**config.mk**
```make
export PLATFORM = sky130hd
export DESIGN_NAME = serial_subtractor_flat
export DESIGN_NICKNAME = d
export VERILOG_FILES = /design/src/rtl/serial_subtractor_if.sv /design/src/rtl/serial_subtractor.sv /design/src/flat_wrapper.sv
export SDC_FILE = /design/constraint.sdc
export NUM_CORES = 1
export LEC_CHECK = 0
export ABC_AREA = 1
export CORE_MARGIN = 2
export CORE_UTILIZATION = 40
export CTS_CLUSTER_SIZE = 14
export DETAILED_ROUTE_END_ITERATION = 10
export PLACE_DENSITY = 0.74
export SLEW_MARGIN = 25
export SYNTH_ARGS = -nofsm -noshare
export SYNTH_HDL_FRONTEND = slang
export SYNTH_SLANG_ARGS = --single-unit
```
**constraint.sdc**
```tcl
create_clock -name ck -period 1.87 [get_ports ck]
set_clock_uncertainty 0.05 [all_clocks]
set_input_delay 0.561 -clock ck [delete_from_list [all_inputs] [get_ports ck]]
set_output_delay 0.561 -clock ck [all_outputs]
set_load 0.05 [all_outputs]
```
**src/rtl/serial_subtractor_if.sv**
```systemverilog
// Handshake and data bundle for the bit-serial subtractor.
// The requester side uses the master modport, the subtractor uses slave.
interface serial_subtractor_if #(
  parameter int WIDTH = 8
);
  logic             start;
  logic [WIDTH-1:0] a;
  logic [WIDTH-1:0] b;
  logic             bi;
  logic             busy;
  logic             done;
  logic [WIDTH-1:0] d;
  logic             bo;
  logic             d_ser;
  logic             d_ser_vld;
  logic             ovf;

  modport master (
    output start, a, b, bi,
    input  busy, done, d, bo, d_ser, d_ser_vld, ovf
  );

  modport slave (
    input  start, a, b, bi,
    output busy, done, d, bo, d_ser, d_ser_vld, ovf
  );
endinterface

```
**src/rtl/serial_subtractor.sv**
```systemverilog
// Bit-serial two's-complement subtractor: d = a - b - bi, LSB first,
// one bit per clock through a single full-subtractor cell and a borrow
// flip-flop. Optional signed overflow detection is built when the macro
// SERIAL_SUB_OVF_EN is defined; otherwise ovf is tied low.
module serial_subtractor #(
  parameter int WIDTH = 8
) (
  input  logic                ck,
  input  logic                rst,
  serial_subtractor_if.slave  bus
);

  localparam int CNT_W = (WIDTH > 2) ? $clog2(WIDTH) : 1;
  localparam logic [CNT_W-1:0] LAST_CNT = CNT_W'(WIDTH - 1);

  typedef enum logic {
    IDLE,
    RUN
  } state_t;

  state_t           state_q;
  logic [WIDTH-1:0] shiftA_q;
  logic [WIDTH-1:0] shiftB_q;
  logic             borrow_q;
  logic [CNT_W-1:0] cnt_q;
  logic [WIDTH-1:0] diff_q;
  logic             bo_q;
  logic             busy_q;
  logic             done_q;
  logic             dSer_q;
  logic             dSerVld_q;

  logic             diffBit_d;
  logic             borrow_d;

`ifdef SERIAL_SUB_OVF_EN
  logic             ovf_q;
  logic             aMsb_q;
  logic             bMsb_q;
`endif

  // Full-subtractor cell operating on the current LSBs and stored borrow
  always_comb begin
    diffBit_d = shiftA_q[0] ^ shiftB_q[0] ^ borrow_q;
    borrow_d  = (~shiftA_q[0] & shiftB_q[0]) |
                (~(shiftA_q[0] ^ shiftB_q[0]) & borrow_q);
  end

  // Control FSM and serial datapath with registered handshake outputs
  always_ff @(posedge ck) begin
    if (rst) begin
      state_q   <= IDLE;
      shiftA_q  <= '0;
      shiftB_q  <= '0;
      borrow_q  <= 1'b0;
      cnt_q     <= '0;
      diff_q    <= '0;
      bo_q      <= 1'b0;
      busy_q    <= 1'b0;
      done_q    <= 1'b0;
      dSer_q    <= 1'b0;
      dSerVld_q <= 1'b0;
`ifdef SERIAL_SUB_OVF_EN
      ovf_q     <= 1'b0;
      aMsb_q    <= 1'b0;
      bMsb_q    <= 1'b0;
`endif
    end else begin
      done_q <= 1'b0;
      case (state_q)
        IDLE: begin
          dSerVld_q <= 1'b0;
          if (bus.start) begin
            shiftA_q <= bus.a;
            shiftB_q <= bus.b;
            borrow_q <= bus.bi;
            cnt_q    <= '0;
            diff_q   <= '0;
            bo_q     <= 1'b0;
            busy_q   <= 1'b1;
            state_q  <= RUN;
`ifdef SERIAL_SUB_OVF_EN
            ovf_q    <= 1'b0;
            aMsb_q   <= bus.a[WIDTH-1];
            bMsb_q   <= bus.b[WIDTH-1];
`endif
          end
        end
        RUN: begin
          borrow_q  <= borrow_d;
          diff_q    <= {diffBit_d, diff_q[WIDTH-1:1]};
          shiftA_q  <= shiftA_q >> 1;
          shiftB_q  <= shiftB_q >> 1;
          dSer_q    <= diffBit_d;
          dSerVld_q <= 1'b1;
          cnt_q     <= cnt_q + CNT_W'(1);
          if (cnt_q == LAST_CNT) begin
            bo_q    <= borrow_d;
            done_q  <= 1'b1;
            busy_q  <= 1'b0;
            state_q <= IDLE;
`ifdef SERIAL_SUB_OVF_EN
            ovf_q   <= (aMsb_q != bMsb_q) && (diffBit_d != aMsb_q);
`endif
          end
        end
      endcase
    end
  end

  assign bus.busy      = busy_q;
  assign bus.done      = done_q;
  assign bus.d         = diff_q;
  assign bus.bo        = bo_q;
  assign bus.d_ser     = dSer_q;
  assign bus.d_ser_vld = dSerVld_q;
`ifdef SERIAL_SUB_OVF_EN
  assign bus.ovf       = ovf_q;
`else
  assign bus.ovf       = 1'b0;
`endif

endmodule

```
**src/flat_wrapper.sv**
```systemverilog
// flat-port wrapper written by rule: the top's interface ports become plain ports
module serial_subtractor_flat 
#(
  parameter int WIDTH = 8
)
  (ck, rst, bus_start, bus_a, bus_b, bus_bi, bus_busy, bus_done, bus_d, bus_bo, bus_d_ser, bus_d_ser_vld, bus_ovf);
  serial_subtractor_if #(.WIDTH(WIDTH)) bus_i ();
  input  logic ck;
  input  logic rst;
  input wire logic [$bits(bus_i.start)-1:0] bus_start;
  input wire logic [$bits(bus_i.a)-1:0] bus_a;
  input wire logic [$bits(bus_i.b)-1:0] bus_b;
  input wire logic [$bits(bus_i.bi)-1:0] bus_bi;
  output wire logic [$bits(bus_i.busy)-1:0] bus_busy;
  output wire logic [$bits(bus_i.done)-1:0] bus_done;
  output wire logic [$bits(bus_i.d)-1:0] bus_d;
  output wire logic [$bits(bus_i.bo)-1:0] bus_bo;
  output wire logic [$bits(bus_i.d_ser)-1:0] bus_d_ser;
  output wire logic [$bits(bus_i.d_ser_vld)-1:0] bus_d_ser_vld;
  output wire logic [$bits(bus_i.ovf)-1:0] bus_ovf;
  assign bus_i.start = bus_start;
  assign bus_i.a = bus_a;
  assign bus_i.b = bus_b;
  assign bus_i.bi = bus_bi;
  assign bus_busy = bus_i.busy;
  assign bus_done = bus_i.done;
  assign bus_d = bus_i.d;
  assign bus_bo = bus_i.bo;
  assign bus_d_ser = bus_i.d_ser;
  assign bus_d_ser_vld = bus_i.d_ser_vld;
  assign bus_ovf = bus_i.ovf;
  serial_subtractor #(.WIDTH(WIDTH)) u_core (.ck(ck), .rst(rst), .bus(bus_i));
endmodule
```
Word-level counts from Yosys, hierarchy flattened
Cells that the tools add are included.

storage, ports and cells
  ROM bits = 0
  output and inout bits = 14
  memories kept = 0
  logic and storage cells = 46
  register bits after elaboration = 34
  bits in latches = 0
  bits in writable memories = 0

cells by class
  add/sub/neg operators = 1
  bitwise logic cells = 8
  magnitude comparators = 0
  equal/unequal tests = 3
  div/mod/pow operators = 0
  shift-type cells = 0
  $mul = 0
  reduce and logical (&&, ||, !) cells = 2
  muxes and demuxes = 21

operators by type and width
  kind                                                           number
  8-bit case mux with 2 select lines                             3
  8-bit 2-to-1 mux                                               3
  1-bit case mux with 2 select lines                             5
  1-bit 2-to-1 mux                                               8
  3-bit case mux with 2 select lines                             1
  2-bit != test, second input constant                           2
  3-bit by 1-bit adder with 3-bit output, second input constant  1
  3-bit equality test, second input constant                     1
  3-bit 2-to-1 mux                                               1
  1-bit inverter                                                 3
  1-bit bitwise AND                                              2
  2-bit AND reduction                                            1
  2-bit OR reduction                                             1
  1-bit bitwise XOR                                              2
  1-bit OR                                                       1

Longest topological paths before layout
  word-level depth = 6
  mapped depth = 7
  mapped depth without buffers = 7

Least setup slack after synthesis
OpenSTA, ideal clock, no wires.

  path type = input -> register
  from = input port bus_start
  to = register u_core.diff_q[1], in the netlist u_core.bus.d[1]
  arrival = 1.183 ns
  setup slack = 0.578 ns
  path buffers = 3
  data required time = 1.760 ns
  stages = 6
  cell sequence = buf_6 > nor2_2 > buf_4 > buf_4 > nand3_1 > nand2_1

on the way
  word-level cells in the longest chain between the ends = 1

ends and longest elaborated chain
  what                     line                     source
  from (decl)              flat_wrapper.sv:10       input wire logic [$bits(bus_i.start)-1:0] bus_start;
  2-bit != test (no line)  -
  to (signal assigned)     serial_subtractor.sv:91  diff_q <= {diffBit_d, diff_q[WIDTH-1:1]};
  to (decl)                serial_subtractor.sv:26  logic [WIDTH-1:0] diff_q;

Every way passes these cells.
A chain may end at the register's enable or synchronous reset.

Final worst setup path
  from = register u_core.diff_q[5], in the netlist u_core.bus.d[5]
  to = output port bus_d[5]

RTL lines
  what       line                source
  to (decl)  flat_wrapper.sv:16  output wire logic [$bits(bus_i.d)-1:0] bus_d;

No word-level cell between the ends.

==> metrics <==
leak pwr=between 0.0009 and 0.001 uW; Synth top area share=0.458; Worst R2R Path Depth=4; vias in the first global route=between 1000 and 1500; Post-route DRC=0; clk_lat worst skew=about 0.28 ns; Clock Sinks=34; cts bufs inserted=5; DP Wirelength=about 2 mm; # hold bufs at CTS=0; FILL cells=340; layout cells sized above 1=0.132; Crit path depth=1; CP startpoint=u_core.bus.d[5]$_SDFFE_PP0P_; Worst setup EP type=primary output; CTS root buffer=clkbuf_8; Synth Cell Area=approximately 1500 um^2; Via-to-Cell Ratio=approximately 4.5; final cell count without fillers=between 200 and 300; chip width=about 65 um; Fmax=681 MHz; Total GRT Usage=0.155; port buffer count=32; vias=roughly 1300; IO Count=34; Peak VDD IR=0.000495 V; initial antenna violation count=0; setup bufs post-CTS=0; DR iter-0 viols=between 70 and 80; final hold violations=0; first-pass GRT wire length=roughly 5 mm; Clock Tree Buf Depth=2; proportion of synthesized area in mux cells=0; status=finished, final reports clean; clock slew at reported path FFs=0.07 ns; Critical R2R Launch=u_core.shiftB_q[0]$_SDFFE_PP0P_; WS Path Type=reg -> out; Initial Util=0.412; Final setup viols=0; CP max stage cell=dfxtp_1; Area contributors post-synth=dfxtp_1 (46%), nand2_1 (18%), nand3_1 (14%); CTS tree=done; area delta synth->final=30.4%; Worst Hold Class=reg -> reg; RSZ-0062 raised after global routing=false; chip height=roughly 65 um; compound-gate portion of the synthesized area=0.0320; Synth Area per Inst=7.39 um^2; CTS resizes=0; simple-gate share of the synthesized area=0.346; YS warnings=0; routability cong.=between 0.7 and 0.8; Post-DP Area=1850 um^2; Synth area leader=dfxtp_1; Cell Count Post-Placement=274; Pwr per Cell Area=about 800 nW/um^2; CP arrival=0.86 ns; largest family of logic cells by synthesized area=simple AND/OR/NAND/NOR gates; adder-cell area share of the yosys netlist=0.0388; Distinct cells, synth=17; post-synthesis sequential area ratio=0.458; Min Hold Slack=between 0.4 and 0.5 ns; Slew Viols, Final=0; synthesized net count=~230; largest net degree at the start of global routing=30; crit-path max cell delay=around 0.4 ns; CP top delay family=flip-flops; max cap viols=0; Reg2Reg Setup Slack=between 0.5 and 0.6 ns; Startpoint Class=flip-flop; core outline area=between 3000 and 4000 um^2; fin area=1940 um^2; total die area=4220 um^2; FF-to-FF End=u_core.bus.d_ser$_SDFFE_PP0P_; diode count=0; DRT Pass-1 Iters=4; H-tree levels=2; Post-Route WL=2.87 mm; crit path capture=bus_d[5]; crit-path max FO=3; final net count=~260; Worst Path Required=roughly 1.3 ns; Final min period=about 1.5 ns; crit path buf inv count=1; WL per Instance=between 10 and 15 um; setup_tns=0 ns; synthesized flop and latch total=34; antenna-violating nets left=0; crit path cell chain=buf_12; synthesized instance count=roughly 200; period utilisation layout=0.786; GRT overflow=0; FP Rows=22; Synth Area in XOR/XNOR=0
==> final cells by class <==
type	instances	area, um^2	area share
Multi-Input combinational cell	131	623	0.322
Clock buffer	7	86.3	0.0446
Inverter	23	86.3	0.0446
Tap cell	48	60.1	0.0310
Clock inverter	1	5.00	0.00258
Timing Repair Buffer	38	395	0.204
Sequential cell	34	681	0.351
==> worst min-delay path by stage <==
stage,to,cells after the start,startpoint
floorplan,u_core.cnt_q[1]$_SDFFE_PP0P_,2,u_core.cnt_q[1]$_SDFFE_PP0P_
global placement,u_core.bus.busy$_SDFFE_PP0P_,2,u_core.bus.busy$_SDFFE_PP0P_
detailed placement,u_core.bus.busy$_SDFFE_PP0P_,2,u_core.bus.busy$_SDFFE_PP0P_
CTS,u_core.bus.busy$_SDFFE_PP0P_,2,u_core.bus.busy$_SDFFE_PP0P_
global route,u_core.bus.busy$_SDFFE_PP0P_,2,u_core.bus.busy$_SDFFE_PP0P_
finish,u_core.bus.busy$_SDFFE_PP0P_,2,u_core.bus.busy$_SDFFE_PP0P_
==> routing by layer <==
metal / vias to the layer above / global-route usage / wire length [um]
met5: - / 0 / 0
met4: 0 / 0.0718 / 61
met3: 6 / 0.0486 / 146
met2: 25 / 0.264 / 1310
met1: 563 / 0.175 / 1350
li1: 685 / - / -
==> sequential cells by signal, summed over array words and instances (netlist names), 3 cells and up <==
name / count
u_core.bus.d: 8
u_core.cnt_q: 3
u_core.shiftA_q: 8
u_core.shiftB_q: 8
==> kinds of logic after synthesis <==
| logic type | Yosys count |
|---|---|
| other | 1 |
| AND/OR/NAND/NOR | 118 |
| adder cells (fa/ha/maj) | 4 |
| AO/OA/AOI/OAI | 8 |
| buffers and inverters | 36 |
| flip-flops | 34 |
==> report_power, final <==
group	switching (uW)	total (uW)	internal (uW)
logic	123	221	97.2
registers	18.9	775	756
clock network	256	553	297
==> metrics by stage <==
stage,setup WS (ns),total power [uW],util
after global placement,0.173,1010,0.512
after CTS,0.396,1560,0.537
final,0.401,1550,0.537
after global routing,0.362,1620,0.537
after floorplan,0.578,935,-
after detailed placement,0.156,1010,0.512
==> cell usage in the layout (no fill, tap or decap) <==
| cell | Yosys | routed |
|---|---|---|
| clkinv_2 | 0 | 1 |
| buf_4 | 7 | 14 |
| nor2_8 | 1 | 1 |
| clkbuf_8 | 0 | 6 |
| conb_1 | 1 | 1 |
| inv_1 | 21 | 21 |
| ha_1 | 3 | 3 |
| clkbuf_1 | 0 | 1 |
| nand3_1 | 42 | 42 |
| clkdlybuf4s50_1 | 0 | 19 |
| inv_2 | 2 | 2 |
| nor2_2 | 1 | 1 |
| o21ai_1 | 3 | 3 |
| nor2_1 | 3 | 3 |
| a211oi_2 | 1 | 1 |
| dfxtp_1 | 34 | 34 |
| a21oi_1 | 4 | 4 |
| buf_12 | 0 | 5 |
| nand2_1 | 71 | 71 |
| fa_1 | 1 | 1 |
==> cell usage after synthesis <==
cell type / n
inv_1: 21
ha_1: 3
a21oi_1: 4
nor2_2: 1
o21ai_1: 3
buf_6: 2
a211oi_2: 1
inv_2: 2
fa_1: 1
nand3_1: 42
buf_2: 4
conb_1: 1
nand2_1: 71
dfxtp_1: 34
buf_4: 7
nor2_1: 3
nor2_8: 1
Note: power is estimated with default switching activity, not from simulation.
